**config.mk**
```make
export PLATFORM = sky130hd
export DESIGN_NAME = bram_access_arbiter
export DESIGN_NICKNAME = d
export VERILOG_FILES = /design/src/rtl/bram_access_arbiter.sv
export SDC_FILE = /design/constraint.sdc
export NUM_CORES = 1
export LEC_CHECK = 0
export CORE_ASPECT_RATIO = 0.8
export CORE_MARGIN = 4
export CORE_UTILIZATION = 55
export CTS_CLUSTER_DIAMETER = 150
export DETAILED_ROUTE_END_ITERATION = 8
export DONT_BUFFER_PORTS = 1
export PLACE_DENSITY = 0.7
export SETUP_SLACK_MARGIN = 0.3
export SLEW_MARGIN = 20
export SYNTH_ARGS = -nofsm -noshare
export SYNTH_HDL_FRONTEND = slang
export SYNTH_SLANG_ARGS = --single-unit
```
**constraint.sdc**
```tcl
create_clock -name qzt_clk -period 4.7 [get_ports qzt_clk]
set_input_delay 0.235 -clock qzt_clk [delete_from_list [all_inputs] [get_ports qzt_clk]]
set_output_delay 0.235 -clock qzt_clk [all_outputs]
set_load 0.01 [all_outputs]
```
**src/rtl/bram_access_arbiter.sv**
```systemverilog
// Arbitrates the single-port 256-byte BRAM between the CPU (read/write) and the
// LCD debug viewer (read-only). Each grant runs a fixed 4-cycle sequence.
module bram_access_arbiter #(
  parameter int ADDR_W       = 8,
  parameter int DATA_W       = 8,
  parameter int DBG_MAX_WAIT = 4,
  localparam int CNT_W       = $clog2(DBG_MAX_WAIT + 1)
) (
  input  logic              qzt_clk,
  input  logic              reset_n,
  input  logic              cpu_req,
  input  logic              cpu_we,
  input  logic [ADDR_W-1:0] cpu_addr,
  input  logic [DATA_W-1:0] cpu_wdata,
  output logic              cpu_pending,
  output logic              cpu_ack,
  output logic [DATA_W-1:0] cpu_rdata,
  input  logic              dbg_req,
  input  logic [ADDR_W-1:0] dbg_addr,
  output logic              dbg_pending,
  output logic              dbg_ack,
  output logic [DATA_W-1:0] dbg_rdata,
  output logic              ram_en,
  output logic              ram_we,
  output logic [ADDR_W-1:0] ram_addr,
  output logic [DATA_W-1:0] ram_wdata,
  input  logic [DATA_W-1:0] ram_rdata,
  output logic              owner,
  output logic [1:0]        fsm_state,
  output logic [CNT_W-1:0]  wait_cnt
);

  // Handshake: a req strobe is accepted when its port is not pending (or is
  // being granted on that same edge); pending stays high until the grant, and
  // the port's ack pulses for one cycle when the transaction is complete.
  typedef enum logic [1:0] {
    S_IDLE  = 2'd0,
    S_ISSUE = 2'd1,
    S_WAIT  = 2'd2,
    S_DONE  = 2'd3
  } state_t;

  localparam logic [CNT_W-1:0] MAX_WAIT = CNT_W'(DBG_MAX_WAIT);

  state_t              state;
  logic                cpu_we_q;
  logic [ADDR_W-1:0]   cpu_addr_q;
  logic [DATA_W-1:0]   cpu_wdata_q;
  logic [ADDR_W-1:0]   dbg_addr_q;
  logic                txn_read;
  logic                grant_cpu;
  logic                grant_dbg;

  assign fsm_state = state;

  // Debug is forced only once the CPU has won MAX_WAIT times in a row over it.
  always_comb begin
    grant_cpu = 1'b0;
    grant_dbg = 1'b0;
    if (state == S_IDLE) begin
      grant_cpu = cpu_pending && (!dbg_pending || (wait_cnt != MAX_WAIT));
      grant_dbg = dbg_pending && !grant_cpu;
    end
  end

  always_ff @(posedge qzt_clk or negedge reset_n) begin
    if (!reset_n) begin
      state       <= S_IDLE;
      cpu_pending <= 1'b0;
      cpu_we_q    <= 1'b0;
      cpu_addr_q  <= '0;
      cpu_wdata_q <= '0;
      dbg_pending <= 1'b0;
      dbg_addr_q  <= '0;
      wait_cnt    <= '0;
      txn_read    <= 1'b0;
      owner       <= 1'b0;
      ram_en      <= 1'b0;
      ram_we      <= 1'b0;
      ram_addr    <= '0;
      ram_wdata   <= '0;
      cpu_ack     <= 1'b0;
      dbg_ack     <= 1'b0;
      cpu_rdata   <= '0;
      dbg_rdata   <= '0;
    end else begin
      cpu_ack <= 1'b0;
      dbg_ack <= 1'b0;

      if (cpu_req && (!cpu_pending || grant_cpu)) begin
        cpu_pending <= 1'b1;
        cpu_we_q    <= cpu_we;
        cpu_addr_q  <= cpu_addr;
        cpu_wdata_q <= cpu_wdata;
      end else if (grant_cpu) begin
        cpu_pending <= 1'b0;
      end

      if (dbg_req && (!dbg_pending || grant_dbg)) begin
        dbg_pending <= 1'b1;
        dbg_addr_q  <= dbg_addr;
      end else if (grant_dbg) begin
        dbg_pending <= 1'b0;
      end

      if (grant_dbg) begin
        wait_cnt <= '0;
      end else if (grant_cpu && dbg_pending && (wait_cnt != MAX_WAIT)) begin
        wait_cnt <= wait_cnt + 1'b1;
      end

      case (state)
        S_IDLE: begin
          if (grant_cpu) begin
            ram_en    <= 1'b1;
            ram_we    <= cpu_we_q;
            ram_addr  <= cpu_addr_q;
            ram_wdata <= cpu_wdata_q;
            owner     <= 1'b0;
            txn_read  <= !cpu_we_q;
            state     <= S_ISSUE;
          end else if (grant_dbg) begin
            ram_en    <= 1'b1;
            ram_we    <= 1'b0;
            ram_addr  <= dbg_addr_q;
            ram_wdata <= '0;
            owner     <= 1'b1;
            txn_read  <= 1'b1;
            state     <= S_ISSUE;
          end
        end
        S_ISSUE: begin
          ram_en <= 1'b0;
          ram_we <= 1'b0;
          state  <= S_WAIT;
        end
        S_WAIT: begin
          // BRAM output is valid now; writes leave the CPU read register alone.
          if (owner) begin
            dbg_rdata <= ram_rdata;
            dbg_ack   <= 1'b1;
          end else begin
            if (txn_read) cpu_rdata <= ram_rdata;
            cpu_ack <= 1'b1;
          end
          state <= S_DONE;
        end
        S_DONE: begin
          state <= S_IDLE;
        end
        default: begin
          state <= S_IDLE;
        end
      endcase
    end
  end

endmodule

```
* Yosys cells after proc, flatten, opt, wreduce, memory -nomap -nowiden
Index checks and enable logic that the tools add are counted.
** Storage, ports and cells
- Register bits after elaboration :: 70
- Input bits :: 37
- Word-level logic and storage cells :: 74
** Cells by class
- $add $sub $neg :: 1
- Eq/ne operators :: 5
- Multiplexer cells :: 26
- Bitwise operators :: 1
- Reductions and logical operators :: 23
** Operators with widths (number)
- $mux 8 :: 4
- $mux 1 :: 15
- $reduce_bool 2->1 :: 5
- $pmux 2 s4 :: 1
- $logic_and 1x1->1 :: 6
- $mux 3 :: 2
- $ne 3x3->1 const B :: 2
- $reduce_and 2->1 :: 3
- $eq 2x2->1 const B :: 2
- $logic_not 1->1 :: 4
- $mux 2 :: 2
- $pmux 1 s2 :: 2
- $add 3x1->3 const B :: 1
- $logic_or 1x1->1 :: 3
- $reduce_and 3->1 :: 1
- $eq 2x1->1 const B :: 1
- $logic_not 2->1 :: 1
- $not 1->1 :: 1

* Depth between registers and ports, before layout
- Word-level depth :: 9
- Gate-level depth with buffers :: 7
- Depth with buffers taken out :: 5

* Worst setup path before layout
Ideal clock, no wire load.
- Path type :: reg2reg
- From :: register state[0] (netlist: fsm_state[0])
- To :: register dbg_addr_q[0]
- Setup time :: 0.125 ns
- Data arrival time :: 1.625 ns
- Required time :: 4.575 ns
- Setup slack :: 2.950 ns
- Cell stages (with the launch flop) :: 6
- Cell sequence :: dfrtp_1 inv_1 ha_1 buf_4 o221ai_2 mux2_2
** Between the ends
- Word-level cells in the longest chain between the ends :: 4
** Ends and longest elaborated chain
- start, declared :: line 45 : state_t state;
- start signal, assigned :: line 68 : state <= S_IDLE;
- start signal, assigned :: line 121 : state <= S_ISSUE;
- start signal, assigned :: line 129 : state <= S_ISSUE;
- $logic_not 2->1 :: line 60 : if (state == S_IDLE) begin
- $mux 1 :: line 60
- $logic_or 1x1->1 :: line 99 : if (dbg_req && (!dbg_pending || grant_dbg)) begin
- $logic_and 1x1->1 :: line 99
- end signal, assigned :: line 101 : dbg_addr_q <= dbg_addr;
- end, declared :: line 49 : logic [ADDR_W-1:0] dbg_addr_q;
No other way between the ends.
A chain may end at the register's enable or synchronous reset.

* Final worst setup path
- From :: register state[0] (netlist: fsm_state[0])
- To :: register ram_addr[0]
** Between the ends
- Word-level cells in the longest chain between the ends :: 4
** Ends and longest elaborated chain
- $logic_not 2->1 (*) :: line 60, 112
- $mux 1 :: line 60
- $reduce_bool 2->1 (no line)
- $reduce_and 2->1 (no line)
- end signal, assigned :: line 117 : ram_addr <= cpu_addr_q;
- end signal, assigned :: line 125 : ram_addr <= dbg_addr_q;
- end, declared :: line 25 : output logic [ADDR_W-1:0] ram_addr,
Mark *: on every way between the ends. The rest lies on a longest branch, timed or not.

==> metrics.txt <==
Comb pwr share=29.7%; remaining global-route overflow=0; Startpoint Class=flop; Slew Limit Fails=0; FF/Latch Area=about 1800 µm²; Critical Path RT=just under 5 ns; Peak Freq=0.446 GHz; CP arrival=2.50 ns; io pins=slightly above 80; PwrDens=799 nW/µm²; Hold WC Path Type=primary input to flop; largest net degree at the start of global routing=71; Final Util=65.8%; final antenna-violating net count=0; drt total wl=5.77 mm; Avg WL per Cell=21.8 µm; Synth Area in Compound Gates=9.24%; Worst Max-Slew Pin Slew=0.765 ns; gpl congestion=0.902; xor/xnor share of the synthesized area=0.313%; Multi-input gate area=980 µm²; drt first pass iters=4; Worst Path Buf+Inv=1; Syn-to-layout area delta=11.7%; IO Port Bufs=0; mean number of vias per cell=6.00; P_leak=approximately 1.4 nW; Reg clk slew, reported paths=~0.07 ns; Die Ht=71.9 µm; Hold Vio Cnt, Final=0; max-cap violation count=0; top cells by area, synth=dfrtp_1, mux2_2, ha_1, a221o_1, a22o_1; CTS Buf Count=9; post-synthesis mux area share=18.0%; Core ar.=4760 µm²; Setup violations, final=0; via count=1591; Cell variety after synth=26; first-pass GRT wire length=about 9.1 mm; vias in the first global route=1795; worst path cell trace=inv_1 -> ha_1 -> nand2_1 -> a21oi_1 -> a221o_1; post-synth top area cell=dfrtp_1; Rows=22; syn_area_per_cell=between 10 and 15 µm²; synthesized net count=between 200 and 250; design internal power=1.64 mW; Worst VDD drop=0.374 mV; initial antenna violation count=1; clock latency on the worst-skew pair=0.34 ns; CP max-delay cell=a21oi_1; Synth Register Bits=70; First DRT Iteration DRCs=67; Synth top area share=between 60% and 70%; Synth Area in Adders=2.68%; Crit path largest cell delay=0.64 ns; critical path class=flop to flop; Sw Ratio=around 34%; RSZ-0062 raised after global routing=no; # nets final=243; diodes inserted=0; Crit path max-delay family=compound AO/OA/AOI/OAI gates; Fillers=340; Final Critical Period=2.24 ns; Setup Total Neg Slack=0 ns; Clock power frac=21.8%; mapped cell area=around 2800 µm²; Slew headroom=49.0%; CTS root buffer=clkbuf_8; post-synthesis cell count=191; simple-gate portion of the synthesized area=4.55%; Net Switching=0.858 mW; Yosys warnings=0; Die ar.=6310 µm²; Layout Skew=0.00995 ns; largest family of logic cells by synthesized area=multiplexers; die width=between 80 and 90 µm; Clock Sinks=70; DRC=0; CTS tree=yes; Starting Density=58.9%; deepest clock path buffer count=2; fin crit share=47.7%; post-DP HPWL=between 3 and 4 mm; H-Tree Depth=3; crit path max fanout=11; Critical Path End Type=flop; share of cells above drive strength 1=30.7%; status=finished, final reports clean; register share of total power=48.5%; sequential area share after synthesis=62.5%; gr usage total=about a fifth
[cells by family (layout without fill, tap and decap cells)]
| group | Yosys count | count (layout) |
|---|---|---|
| buffers and inverters | 15 | 29 |
| and+or+nand+nor | 25 | 25 |
| adders and majority gates | 6 | 6 |
| muxes | 45 | 45 |
| DFF | 70 | 70 |
| AOI/OAI and AO/OA | 29 | 29 |
| xor gates and xnor gates | 1 | 1 |
[per-stage QoR]
step / cell area (µm²) / setup slack (ns) / instances / hold slack [ns] / power [mW]
after floorplan: 2800 / 2.95 / 191 / -0.0606 / 1.76
after global placement: 2840 / 2.40 / 245 / -0.0591 / 1.88
after detailed placement: 2840 / 2.51 / 245 / -0.0594 / 1.94
after CTS: 3130 / 2.49 / 265 / 0.0271 / 2.52
after global routing: 3130 / 2.30 / 265 / 0.0130 / 2.66
final: 3130 / 2.46 / 265 / 0.0439 / 2.50
[placed cells by master, fill, tap and decap left out, drive strengths merged]
cell	n
a21o	2
a21oi	4
a221o	7
a22o	8
a32o	1
and2	8
and3	1
buf	1
bufinv	2
clkbuf	13
clkinv	1
dfrtp	70
dlygate4sd3	3
ha	6
inv	9
mux2	44
mux2i	1
nand2	7
nand3	3
nor2	3
nor2b	3
o211ai	1
o21ai	2
o221ai	2
o31ai	2
xor2	1
[registers in the layout (all words and copies together) (netlist names)]
signal and flops:
cpu_ack 1, cpu_addr_q 8, cpu_pending 1, cpu_rdata 8
cpu_wdata_q 8, cpu_we_q 1, dbg_ack 1, dbg_addr_q 8
dbg_pending 1, dbg_rdata 8, fsm_state 2, owner 1
ram_addr 8, ram_en 1, ram_wdata 8, ram_we 1
txn_read 1, wait_cnt 3
[metal layers]
layer | routed length (µm) | share of wire [%] | vias up | global-route usage [%]
li1 | - | - | 701 | -
met1 | 2250 | 39 | 816 | 23.3
met2 | 2950 | 51 | 65 | 31.5
met3 | 529 | 9.2 | 7 | 11.0
met4 | 38 | 0.66 | 2 | 4.77
met5 | 7 | 0.12 | - | 0
[layout make-up]
type	instances	area share [%]
clock buffer	13	5.39
clock inverter	3	2.08
inverter	9	1.08
multi-input combinational	106	31.3
sequential	70	55.9
tap	60	2.40
timing repair buffer	4	1.84
[power groups by stage]
stage                     clock [mW]  combinational (mW)  sequential (mW)
after floorplan                    0               0.628             1.14
after global placement             0               0.678             1.20
after detailed placement           0               0.725             1.22
after CTS                      0.562               0.749             1.21
after global routing           0.593               0.819             1.25
final                          0.546               0.742             1.21
[path summary, 6_finish.rpt]
check,startpoint,to,slack [ns],depth (start not counted)
worst min-delay path,dbg_addr[7],dbg_addr_q[7],0.04,1
min in group asynchronous,reset_n,ram_addr[1],0.43,2
worst max register to register,fsm_state[0],ram_addr[0],2.46,5
worst min register to register,cpu_we_q,txn_read,0.49,1
worst max-delay path,fsm_state[0],ram_addr[0],2.46,5
max in group asynchronous,reset_n,ram_wdata[3],3.99,2
[cell usage after synthesis]
master,n
nor2b_1,3
buf_2,3
and2_1,8
o221ai_4,1
a32o_1,1
ha_1,6
o31ai_1,2
o21ai_0,1
o211ai_1,1
mux2i_1,1
a21oi_1,4
dfrtp_1,70
and3_1,1
a22o_1,8
nor2_1,3
xor2_1,1
nand3_1,3
mux2_2,44
buf_4,2
o21ai_1,1
o221ai_2,1
a221o_1,7
a21o_1,2
inv_1,9
nand2_1,7
buf_6,1
[repair_timing]
item                                    in CTS  in global routing
hold buffers                                 4                  0
endpoints found under the setup margin       0                  0
gates resized for setup                      0                  0
hold endpoints to repair                    72                  0
setup buffers                                0                  0
Note: power is estimated with default switching activity, not from simulation.
